===== config.mk =====
export PLATFORM = sky130hd
export DESIGN_NAME = frame_rx_fsm_flat
export DESIGN_NICKNAME = d
export VERILOG_FILES = /design/src/rtl/frame_link_pkg.sv /design/src/rtl/frame_rx_fsm_if.sv /design/src/rtl/crc32_d16.sv /design/src/rtl/frame_rx_fsm.sv /design/src/flat_wrapper.sv
export SDC_FILE = /design/constraint.sdc
export NUM_CORES = 1
export LEC_CHECK = 0
export ABC_AREA = 1
export BUFFER_PORTS_ARGS = -buffer_cell sky130_fd_sc_hd__buf_2
export CAP_MARGIN = 25
export CELL_PAD_IN_SITES_DETAIL_PLACEMENT = 1
export CELL_PAD_IN_SITES_GLOBAL_PLACEMENT = 2
export CORE_UTILIZATION = 35
export DETAILED_ROUTE_END_ITERATION = 10
export GPL_TIMING_DRIVEN = 0
export HOLD_SLACK_MARGIN = 0.1
export PLACE_DENSITY_LB_ADDON = 0.1
export SYNTH_ARGS = -nofsm -noshare
export SYNTH_HDL_FRONTEND = slang
export SYNTH_SLANG_ARGS = --single-unit

===== constraint.sdc =====
create_clock -name CLK -period 2.8 [get_ports CLK]
set_clock_uncertainty 0.2 [all_clocks]
set_input_delay 0.28 -clock CLK [delete_from_list [all_inputs] [get_ports CLK]]
set_output_delay 0.28 -clock CLK [all_outputs]
set_load 0.01 [all_outputs]

===== src/rtl/frame_link_pkg.sv =====
// rtl/frame_link_pkg.sv - shared frame link state encodings, symbols and CRC constants
package frame_link_pkg;

  typedef enum logic [2:0] {
    ST_HUNT  = 3'd0,
    ST_PRE   = 3'd1,
    ST_SOF   = 3'd2,
    ST_DATA  = 3'd3,
    ST_CHECK = 3'd4
  } frame_state_t;

  localparam logic [15:0] SOP_SYM  = 16'h50FB;
  localparam logic [15:0] EOP_SYM  = 16'h50FD;
  localparam logic [15:0] PRE_WORD = 16'h5555;
  localparam logic [15:0] SOF_WORD = 16'hD555;

  localparam logic [1:0]  K_NONE   = 2'b00;
  localparam logic [1:0]  K_CTRL   = 2'b01;

  localparam logic [31:0] CRC_POLY = 32'h04C11DB7;
  localparam logic [31:0] CRC_INIT = 32'hFFFFFFFF;

endpackage


===== src/rtl/frame_rx_fsm_if.sv =====
// rtl/frame_rx_fsm_if.sv - receive word stream in, parsed data and frame status out
// Signals: RX_DATA/RX_K/RX_VLD (link side), DOUT/DOUT_VLD/DOUT_FIRST/DOUT_LAST,
//          CRC_OK/CRC_ERR/FRM_ERR, WORD_CNT, FRM_STATE (parser side).
// master: link source and status consumer; slave: the parser.
interface frame_rx_fsm_if;
  logic [15:0] RX_DATA;
  logic [1:0]  RX_K;
  logic        RX_VLD;
  logic [15:0] DOUT;
  logic        DOUT_VLD;
  logic        DOUT_FIRST;
  logic        DOUT_LAST;
  logic        CRC_OK;
  logic        CRC_ERR;
  logic        FRM_ERR;
  logic [10:0] WORD_CNT;
  logic [2:0]  FRM_STATE;

  modport master (
    output RX_DATA, RX_K, RX_VLD,
    input  DOUT, DOUT_VLD, DOUT_FIRST, DOUT_LAST, CRC_OK, CRC_ERR, FRM_ERR, WORD_CNT, FRM_STATE
  );

  modport slave (
    input  RX_DATA, RX_K, RX_VLD,
    output DOUT, DOUT_VLD, DOUT_FIRST, DOUT_LAST, CRC_OK, CRC_ERR, FRM_ERR, WORD_CNT, FRM_STATE
  );
endinterface


===== src/rtl/crc32_d16.sv =====
// rtl/crc32_d16.sv - combinational CRC-32 update, 16 data bits per step, MSB first
// Ports: i_crc (current CRC), i_data (16-bit word), o_crc (next CRC). No final inversion.
module crc32_d16
  import frame_link_pkg::*;
(
  input  logic [31:0] i_crc,
  input  logic [15:0] i_data,
  output logic [31:0] o_crc
);

  always_comb begin
    o_crc = i_crc;
    for (int i = 15; i >= 0; i--) begin
      if (o_crc[31] ^ i_data[i]) o_crc = {o_crc[30:0], 1'b0} ^ CRC_POLY;
      else                       o_crc = {o_crc[30:0], 1'b0};
    end
  end

endmodule


===== src/rtl/frame_rx_fsm.sv =====
// rtl/frame_rx_fsm.sv - receive-side frame parser: SOP hunt, preamble/SOF check, CRC strip and check
// Ports: CLK, RST_N (asynchronous active-low), bus (frame_rx_fsm_if.slave).
//        In: RX_DATA, RX_K, RX_VLD. Out (all registered): DOUT, DOUT_VLD, DOUT_FIRST, DOUT_LAST,
//        CRC_OK, CRC_ERR, FRM_ERR pulses, WORD_CNT of last completed frame, FRM_STATE.
module frame_rx_fsm
  import frame_link_pkg::*;
#(
  parameter int MAX_WORDS = 1024
) (
  input logic           CLK,
  input logic           RST_N,
  frame_rx_fsm_if.slave bus
);

  localparam logic [10:0] CNT_MAX = 11'(MAX_WORDS);
  localparam logic [10:0] CNT_SAT = 11'(MAX_WORDS + 1);

  frame_state_t r_state;
  logic [1:0]   r_pre_cnt;
  logic [1:0]   r_fill;       // words currently held in the d0/d1 delay line
  logic [15:0]  r_d0, r_d1;   // d0 newest; at EOP these are the received CRC words
  logic [15:0]  r_hold;       // last word pushed out of d1, waiting to learn if it is the final one
  logic [10:0]  r_cnt;        // data words pushed out of the delay line this frame
  logic [31:0]  r_crc;
  logic [15:0]  r_dout;
  logic         r_dout_vld, r_dout_first, r_dout_last;
  logic         r_crc_ok, r_crc_err, r_frm_err;
  logic [10:0]  r_word_cnt;

  logic [31:0]  w_crc_next;
  logic         w_is_data, w_is_sop, w_is_eop, w_crc_match;

  assign w_is_data   = (bus.RX_K == K_NONE);
  assign w_is_sop    = (bus.RX_K == K_CTRL) && (bus.RX_DATA == SOP_SYM);
  assign w_is_eop    = (bus.RX_K == K_CTRL) && (bus.RX_DATA == EOP_SYM);
  assign w_crc_match = (r_crc == {r_d1, r_d0});

  crc32_d16 u_crc (
    .i_crc  (r_crc),
    .i_data (r_d1),
    .o_crc  (w_crc_next)
  );

  always_ff @(posedge CLK or negedge RST_N) begin
    if (!RST_N) begin
      r_state      <= ST_HUNT;
      r_pre_cnt    <= 2'd0;
      r_fill       <= 2'd0;
      r_d0         <= 16'd0;
      r_d1         <= 16'd0;
      r_hold       <= 16'd0;
      r_cnt        <= 11'd0;
      r_crc        <= 32'd0;
      r_dout       <= 16'd0;
      r_dout_vld   <= 1'b0;
      r_dout_first <= 1'b0;
      r_dout_last  <= 1'b0;
      r_crc_ok     <= 1'b0;
      r_crc_err    <= 1'b0;
      r_frm_err    <= 1'b0;
      r_word_cnt   <= 11'd0;
    end else begin
      // Strobes and pulses are single-cycle; DOUT keeps its last value between strobes.
      r_dout_vld   <= 1'b0;
      r_dout_first <= 1'b0;
      r_dout_last  <= 1'b0;
      r_crc_ok     <= 1'b0;
      r_crc_err    <= 1'b0;
      r_frm_err    <= 1'b0;

      case (r_state)
        ST_CHECK: begin
          // Runs regardless of RX_VLD; a word arriving here is dropped.
          r_crc_ok   <= w_crc_match;
          r_crc_err  <= !w_crc_match;
          r_word_cnt <= r_cnt;
          r_state    <= ST_HUNT;
        end

        default: begin
          if (bus.RX_VLD) begin
            case (r_state)
              ST_HUNT: begin
                if (w_is_sop) begin
                  r_state   <= ST_PRE;
                  r_pre_cnt <= 2'd0;
                end
              end

              ST_PRE: begin
                if (w_is_data && bus.RX_DATA == PRE_WORD) begin
                  if (r_pre_cnt == 2'd2) r_state <= ST_SOF;
                  else                   r_pre_cnt <= r_pre_cnt + 2'd1;
                end else begin
                  r_frm_err <= 1'b1;
                  r_state   <= ST_HUNT;
                end
              end

              ST_SOF: begin
                if (w_is_data && bus.RX_DATA == SOF_WORD) begin
                  r_state <= ST_DATA;
                  r_crc   <= CRC_INIT;
                  r_fill  <= 2'd0;
                  r_cnt   <= 11'd0;
                end else begin
                  r_frm_err <= 1'b1;
                  r_state   <= ST_HUNT;
                end
              end

              ST_DATA: begin
                if (w_is_data) begin
                  r_d0 <= bus.RX_DATA;
                  r_d1 <= r_d0;
                  if (r_fill == 2'd2) begin
                    // d1 is now known to be payload: fold it, park it, and release the
                    // previously parked word (which is therefore not the last one).
                    r_crc  <= w_crc_next;
                    r_hold <= r_d1;
                    if (r_cnt != 11'd0) begin
                      r_dout       <= r_hold;
                      r_dout_vld   <= 1'b1;
                      r_dout_first <= (r_cnt == 11'd1);
                    end
                    if (r_cnt == CNT_MAX) begin
                      r_cnt     <= CNT_SAT;
                      r_frm_err <= 1'b1;
                      r_state   <= ST_HUNT;
                    end else begin
                      r_cnt <= r_cnt + 11'd1;
                    end
                  end else begin
                    r_fill <= r_fill + 2'd1;
                  end
                end else if (w_is_eop) begin
                  if (r_cnt == 11'd0) begin
                    r_frm_err <= 1'b1;
                    r_state   <= ST_HUNT;
                  end else begin
                    r_dout       <= r_hold;
                    r_dout_vld   <= 1'b1;
                    r_dout_first <= (r_cnt == 11'd1);
                    r_dout_last  <= 1'b1;
                    r_state      <= ST_CHECK;
                  end
                end else begin
                  r_frm_err <= 1'b1;
                  r_state   <= ST_HUNT;
                end
              end

              default: r_state <= ST_HUNT;
            endcase
          end
        end
      endcase
    end
  end

  assign bus.DOUT       = r_dout;
  assign bus.DOUT_VLD   = r_dout_vld;
  assign bus.DOUT_FIRST = r_dout_first;
  assign bus.DOUT_LAST  = r_dout_last;
  assign bus.CRC_OK     = r_crc_ok;
  assign bus.CRC_ERR    = r_crc_err;
  assign bus.FRM_ERR    = r_frm_err;
  assign bus.WORD_CNT   = r_word_cnt;
  assign bus.FRM_STATE  = r_state;

endmodule

===== src/flat_wrapper.sv =====
// flat-port wrapper written by rule: the top's interface ports become plain ports
module frame_rx_fsm_flat import frame_link_pkg::*;
#(
  parameter int MAX_WORDS = 1024
)
  (CLK, RST_N, bus_RX_DATA, bus_RX_K, bus_RX_VLD, bus_DOUT, bus_DOUT_VLD, bus_DOUT_FIRST, bus_DOUT_LAST, bus_CRC_OK, bus_CRC_ERR, bus_FRM_ERR, bus_WORD_CNT, bus_FRM_STATE);
  frame_rx_fsm_if bus_i ();
  input logic CLK;
  input logic RST_N;
  input wire logic [$bits(bus_i.RX_DATA)-1:0] bus_RX_DATA;
  input wire logic [$bits(bus_i.RX_K)-1:0] bus_RX_K;
  input wire logic [$bits(bus_i.RX_VLD)-1:0] bus_RX_VLD;
  output wire logic [$bits(bus_i.DOUT)-1:0] bus_DOUT;
  output wire logic [$bits(bus_i.DOUT_VLD)-1:0] bus_DOUT_VLD;
  output wire logic [$bits(bus_i.DOUT_FIRST)-1:0] bus_DOUT_FIRST;
  output wire logic [$bits(bus_i.DOUT_LAST)-1:0] bus_DOUT_LAST;
  output wire logic [$bits(bus_i.CRC_OK)-1:0] bus_CRC_OK;
  output wire logic [$bits(bus_i.CRC_ERR)-1:0] bus_CRC_ERR;
  output wire logic [$bits(bus_i.FRM_ERR)-1:0] bus_FRM_ERR;
  output wire logic [$bits(bus_i.WORD_CNT)-1:0] bus_WORD_CNT;
  output wire logic [$bits(bus_i.FRM_STATE)-1:0] bus_FRM_STATE;
  assign bus_i.RX_DATA = bus_RX_DATA;
  assign bus_i.RX_K = bus_RX_K;
  assign bus_i.RX_VLD = bus_RX_VLD;
  assign bus_DOUT = bus_i.DOUT;
  assign bus_DOUT_VLD = bus_i.DOUT_VLD;
  assign bus_DOUT_FIRST = bus_i.DOUT_FIRST;
  assign bus_DOUT_LAST = bus_i.DOUT_LAST;
  assign bus_CRC_OK = bus_i.CRC_OK;
  assign bus_CRC_ERR = bus_i.CRC_ERR;
  assign bus_FRM_ERR = bus_i.FRM_ERR;
  assign bus_WORD_CNT = bus_i.WORD_CNT;
  assign bus_FRM_STATE = bus_i.FRM_STATE;
  frame_rx_fsm #(.MAX_WORDS(MAX_WORDS)) u_core (.CLK(CLK), .RST_N(RST_N), .bus(bus_i));
endmodule

==> results of run 1 <==
[Yosys cell counts, drive strengths merged (2+ instances only)]
cell    number  area share (%)
clkbuf      12            0.53
nor3         9            0.53
nand2      488              25
xor2        47             4.9
or2         11            0.81
inv        151             6.7
dfrtp      131              39
o22ai       12            0.89
and2         2            0.15
nand4       12            0.89
o21ai       80             4.7
a22oi        4            0.41
a31oi        2            0.15
xnor2       22             2.3
nand3b       3            0.27
nor2        32             1.7
buf         13             1.2
nand3      103             6.8
a21oi       19             1.1
ha           8             1.2
o21a         2            0.18
nor4         8            0.67
[registers in the layout (all words and copies together), names as in the netlist]
| signal | flops |
|---|---|
| u_core.r_cnt | 11 |
| u_core.bus.DOUT_LAST | 1 |
| u_core.bus.DOUT_VLD | 1 |
| u_core.r_crc | 32 |
| u_core.r_d0 | 16 |
| u_core.bus.FRM_STATE | 3 |
| u_core.bus.WORD_CNT | 11 |
| u_core.bus.DOUT | 16 |
| u_core.r_d1 | 16 |
| u_core.bus.FRM_ERR | 1 |
| u_core.bus.DOUT_FIRST | 1 |
| u_core.bus.CRC_OK | 1 |
| u_core.r_pre_cnt | 2 |
| u_core.r_fill | 2 |
| u_core.bus.CRC_ERR | 1 |
| u_core.r_hold | 16 |
[layout make-up]
type | count | share of cell area, %
repair buffers | 75 | 4.95
clock buffers | 17 | 4.26
flip-flops and latches | 131 | 32.8
clock inverters | 15 | 1.80
well taps | 319 | 4.00
multi-input cells | 869 | 44.9
plain buffers | 25 | 1.48
inverters | 152 | 5.78
[worst max-delay path by stage]
stage / startpoint / endpoint / slack [ns] / depth (start not counted)
floorplan: u_core.r_crc[29] / u_core.r_crc[13] / 0.73 / 21
global placement: RST_N / u_core.bus.WORD_CNT[6] / -0.80 / 1
detailed placement: u_core.bus.FRM_STATE[0] / u_core.r_crc[25] / 0.11 / 9
CTS: u_core.bus.FRM_STATE[1] / u_core.r_crc[25] / 0.09 / 11
global route: u_core.bus.FRM_STATE[1] / u_core.r_crc[25] / 0.007 / 11
finish: u_core.r_crc[26] / u_core.r_crc[12] / 0.15 / 18
[layer usage]
layer | GRT usage (%) | routed length, microns
met5 | 0 | 0
met4 | 6.24 | 412
met3 | 2.67 | 738
met2 | 44.2 | 14400
met1 | 33.0 | 14100
[kinds of logic after synthesis]
family | Yosys count | synth area share [%]
XOR/XNOR | 69 | 7.15
AO/OA/AOI/OAI | 122 | 7.86
flip-flops | 131 | 38.8
AND/OR/NAND/NOR | 670 | 36.5
adder cells (fa/ha/maj) | 8 | 1.18
buffers and inverters | 177 | 8.49
[report_power, final]
group	switching [uW]	total (uW)	internal (uW)
logic	5120	7480	2360
clock network	1070	2360	1290
registers	434	2680	2250
total	6630	12500	5900
[critical path, delay by kind of cell (launching register included)]
| family | cells | cell delay, ns |
|---|---|---|
| simple gates | 15 | 1.58 |
| flops | 1 | 0.45 |
| buf+inv | 3 | 0.32 |
[through the flow]
step	std cells	total power, uW	setup TNS (ns)
2_1_floorplan	1177	7950	0
3_3_place_gp	1552	9900	-102.18
3_5_place_dp	1553	10100	0
4_1_cts	1603	12500	0
5_1_grt	1603	13400	0
6_report	1603	12500	0
[repair_timing]
action,CTS,global route
resized for setup,0,8
buffers inserted,0,0
hold endpoints to repair,76,0
setup endpoints to repair,0,12
hold buffers,18,0
==> impl_results.md, run 1 <==
- Worst r2r dst: u_core.r_crc[12]
- Pins Over Slew Limit: 0
- Commonest non-fill, non-tap cell in the layout: nand2_1
- Wire length per cell: 18.5 microns
- Htree depth: 4
- Endpoints failing hold: 0
- Highest-delay cell along the critical path: dfrtp_1
- I/O Pins: 57
- Die area: 24800 sq um
- Async set-reset flop share out of synthesis: 100%
- Synthesis warning total: 0
- Final WL: 29600 microns
- Critical Path End Type: flop
- Port bufs: 56
- Proportion of layout cells with a drive suffix above 1: 16.2%
- Num rows: 56
- Min-delay src: bus_RX_K[1]
- Area Overhead vs Synth: 18.1%
- Residual DRC: 0
- Area of the multi-input gates: 4480 sq um
- Vias in the first global route: 8173
- First-pass GRT wire length: 46200 microns
- Crit Path Max Fanout: 8
- FF/Latch Area: 3280 sq um
- Worst-Skew Late Latency: 0.43 ns
- Die Y-Extent: 157 microns
- Final Cell Area: 9980 sq um
- 1st-pass router iterations: 5
- Maximum clock insertion buffer count: 2
- Pre-CTS setup slack: 0.114 ns
- Fillcell total: 2991
- Power Dens Cells: 1250 nW/um^2
- WHS Endpoint: u_core.bus.DOUT_LAST
- Slew @ Worst Pin: 0.737 ns
- Drt initial violations: 408
- Endpoints failing setup: 0
- Critical path class: reg -> reg
- Vias/cell: 4.98
- DP Wirelength: 22800 microns
- Headroom to the max-slew limit: 50.5%
- Startpoint types: flop
- Synthesized area per cell: 7.18 sq um
- CTS tree: yes
- Hold_ws: 0.157 ns
- RD Place Congestion: 0.834
- Util after Layout: 42.3%
- Initial antenna violation count: 0
- Die Wd: 157 microns
- Sequential fraction of the synthesis area: 38.8%
- Max IR drop VDD: 0.450 mV
- Critical path's largest stage delay: 0.45 ns
- Final Cycle Share: 94.7%
- GRT Total Usage: 25.2%
- Total core area: 23600 sq um
- #FFs+latches synth: 131
- Ys flop type: dfrtp_1
- FF-to-FF Start: u_core.r_crc[26]
- Clock root cell: clkbuf_16
- Highest clock rate: 377 MHz
- HP Class: in -> reg
- Final setup margin: 0.148 ns
- Unrepaired setup endpoints after global routing: no
- Largest net degree at the start of global routing: 84
- Critical Path RT: 2.92 ns
- Leakage: 0.00535 uW
- CP cell instances: inv_1 -> nand2_1 -> nand2_2 -> nand2_1 -> nand2_1 -> inv_1 -> nand2_1 -> nand2_1 -> nand2_1 -> nand2_2 -> nand2_2 -> nand2_4 -> nand2_1 -> nand2_1 -> nand2_1 -> nand3_1 -> nand2_1 -> inv_1
- WHS Path Cells: 6
- Final min period: 2.65 ns
- Clock Sinks: 131
- Clock Pin Slew Worst Setup and Hold Paths: 0.07 ns
- Vias: 7983
- Most used cell, CP: nand2_1
- Ant diodes: 0
- Initial Util: 35.8%
- Reg2reg path depth: 18
- CP Data Arrival Time: 2.78 ns
- Area after DPL: 9170 sq um
- Mapped Area: 8450 sq um
- Synth unique cells: 42
- Register-to-register setup slack: 0.15 ns
- Number of CTS-inserted buffers: 17
- Final ANT Viol Nets: 0
- Commonest cells after routing, fill and taps aside: 427 x nand2_1, 134 x inv_1, 130 x dfrtp_1
- Synthesized Nets: 1206
- Max-Cap Viols: 0
- Grt ovf: 0
- Post-Syn Instances: 1177
- Status: complete, no violations
- Final nets: 1300
- Post-synth EDFFs: 0
(Power assumes the default switching activity.)
==> run 2, diff against run 1 <==
CORE_ASPECT_RATIO = 1.5   (was not set)
HOLD_SLACK_MARGIN = not set   (was 0.1)
SETUP_SLACK_MARGIN = 0.5   (was not set)
==> run 2 against run 1 <==
Net effect:
- non-clock buffer count rose by 75
- worst setup slack better by 0.30 ns
- power grew 24%
- critical path depth fell by 1
- clock power is 13% lower
- sequential cell count unchanged
- critical endpoint is now u_core.r_crc[10]
==> impl_results.md, run 2 (synthesis results as in run 1) <==
- Status: complete, no violations
- Proportion of layout cells with a drive suffix above 1: 31.0% (+15 points)
- I/O Pins: 57 (unchanged)
- Final Cycle Share: 83.9% (-11 points)
- Ant diodes: 0 (unchanged)
- First-pass GRT wire length: 49100 microns (+6.4%)
- Wire length per cell: 19.2 microns (+3.8%)
- Worst-Skew Late Latency: 0.43 ns (about the same)
- Endpoints failing setup: 0 (unchanged)
- DP Wirelength: 24000 microns (+5.4%)
- Hold_ws: 0.127 ns (-0.0302 ns)
- Most used cell, CP: nand2_1
- CP cell instances: nand2_2 -> nand2_8 -> buf_12 -> nand2_1 -> nand2_1 -> nand2_2 -> nand2_2 -> nand2_4 -> nand2_8 -> nand2_8 -> nand2_4 -> nand2_4 -> nand2_1 -> nand2_1 -> nand3_2 -> nand2_1 -> inv_1
- Leakage: 0.00589 uW (+10%)
- Area Overhead vs Synth: 35.3%
- Num rows: 69 (+23%)
- Final nets: 1375 (+5.8%)
- 1st-pass router iterations: 7 (+2)
- Highest clock rate: 426 MHz (+13%)
- Clock root cell: clkbuf_16
- Biggest register: u_core.r_crc
- Die Wd: 129 microns (-18%)
- Worst path bufs/invs: 2 (-1)
- Maximum clock insertion buffer count: 2 (unchanged)
- Max IR drop VDD: 0.558 mV (+24%)
- Power Dens Cells: 1360 nW/um^2 (+8.2%)
- Final Cell Area: 11400 sq um (+15%)
- Drt initial violations: 329 (-19%)
- Critical path depth: 17 (-1)
- Util after Layout: 48.2% (+5.9 points)
- Area after DPL: 9170 sq um (unchanged)
- Die area: 24800 sq um (about the same)
- Reg2reg path depth: 17 (-1)
- HP Class: in -> async
- FF-to-FF Start: u_core.r_crc[29]
- Highest-delay cell along the critical path: dfrtp_2
- Unrepaired setup endpoints after global routing: yes
- Die Y-Extent: 192 microns (+22%)
- Critical path's largest stage delay: 0.49 ns (+0.04 ns)
- Initial antenna violation count: 0 (unchanged)
- Critical Path End Type: flop
- CTS tree: yes
- Initial Util: 35.6% (-0.19 points)
- RD Place Congestion: 0.849 (+1.8%)
- Vias/cell: 4.97 (-0.13%)
- Final setup margin: 0.451 ns (+0.303 ns)
- Startpoint types: flop
- Residual DRC: 0 (unchanged)
- Crit Path Max Fanout: 6 (-2)
- Register-to-register setup slack: 0.45 ns (+0.30 ns)
- Clock Pin Slew Worst Setup and Hold Paths: 0.06 ns (about the same)
- Max-Cap Viols: 0 (unchanged)
- CP Data Arrival Time: 2.48 ns (-0.30 ns)
- Htree depth: 4 (unchanged)
- Commonest cells after routing, fill and taps aside: 354 x nand2_1, 123 x dfrtp_1, 116 x inv_1
- Fillcell total: 2936 (-1.8%)
- Pre-CTS setup slack: 0.0254 ns (-0.0890 ns)
- Vias in the first global route: 8629 (+5.6%)
- Clock Sinks: 131 (unchanged)
- Pins Over Slew Limit: 0 (unchanged)
- Largest net degree at the start of global routing: 92 (+9.5%)
- Worst r2r dst: u_core.r_crc[10]
- Headroom to the max-slew limit: 66.2% (+16 points)
- GRT Total Usage: 27.1% (+1.9 points)
- Vias: 8336 (+4.4%)
- Final min period: 2.35 ns (-0.303 ns)
- Grt ovf: 0 (unchanged)
- Slew @ Worst Pin: 0.508 ns (-0.229 ns)
- Final WL: 32100 microns (+8.5%)
- Final ANT Viol Nets: 0 (unchanged)
- Endpoints failing hold: 0 (unchanged)
- Critical Path RT: 2.93 ns (about the same)
- Commonest non-fill, non-tap cell in the layout: nand2_1
- Total core area: 23700 sq um (+0.55%)
- Critical path class: reg -> reg
- CP top delay family: simple AND/OR/NAND/NOR gates
- Number of CTS-inserted buffers: 17 (unchanged)
- Port bufs: 56 (unchanged)
- Max reg flops: 32 (unchanged)
## run 2: cell count changes in the layout (fill, tap and decap cells not counted), moves of 10 or more
cell,previous run,this run
nand3_1,96,77
buf_4,4,71
nand2_1,427,354
nand2_4,20,52
nand2_8,0,12
nand3_2,4,17
inv_1,134,116
xor2_1,47,37
nand2_2,41,70
## run 2: area by class of cell
type	instances	area, sq um	area share [%]
plain buffers	25	198	1.73
repair buffers	150	1100	9.61
inverters	152	609	5.33
flip-flops and latches	131	3290	28.7
well taps	319	399	3.49
multi-input cells	869	5320	46.5
clock inverters	10	88.8	0.776
clock buffers	20	437	3.82
## run 2: worst max path at each step
| stage | start | to | slack [ns] |
|---|---|---|---|
| 2_1_floorplan | u_core.r_crc[29] | u_core.r_crc[13] | 0.73 |
| 3_3_place_gp | RST_N | u_core.r_crc[28] | -0.75 |
| 3_5_place_dp | u_core.bus.FRM_STATE[0] | u_core.r_crc[10] | 0.03 |
| 4_1_cts | u_core.r_crc[26] | u_core.r_crc[11] | 0.40 |
| 5_1_grt | u_core.r_crc[29] | u_core.r_crc[10] | 0.34 |
| 6_report | u_core.r_crc[29] | u_core.r_crc[10] | 0.45 |
## run 2: layer usage
metal	vias up	track usage (%)	part of all wire (%)
li1	4042	-	-
met1	4103	30.2	40
met2	118	48.5	51
met3	73	3.24	2.2
met4	0	17.4	6.7
met5	-	0	0
## run 2: per-stage QoR
step,total power (uW),cells,TNS [ns]
global route,16600,1676,0
finish,15500,1676,0
global placement,10000,1552,-95.40
detailed placement,10200,1553,0
floorplan,7950,1177,0
CTS,13900,1644,0
## run 2: report_power, final
part           switching (uW)  total [uW]  internal, uW
Clock                     858        2060          1200
Combinational            6690       10700          4040
Sequential                486        2740          2260
## run 2: timing repair
item / CTS / global route
hold buffers: 18 / 0
hold endpoints to repair: 58 / 0
pin swaps: 52 / 62
setup endpoints to repair: 61 / 84
gates resized for setup: 133 / 122
buffers inserted: 43 / 32
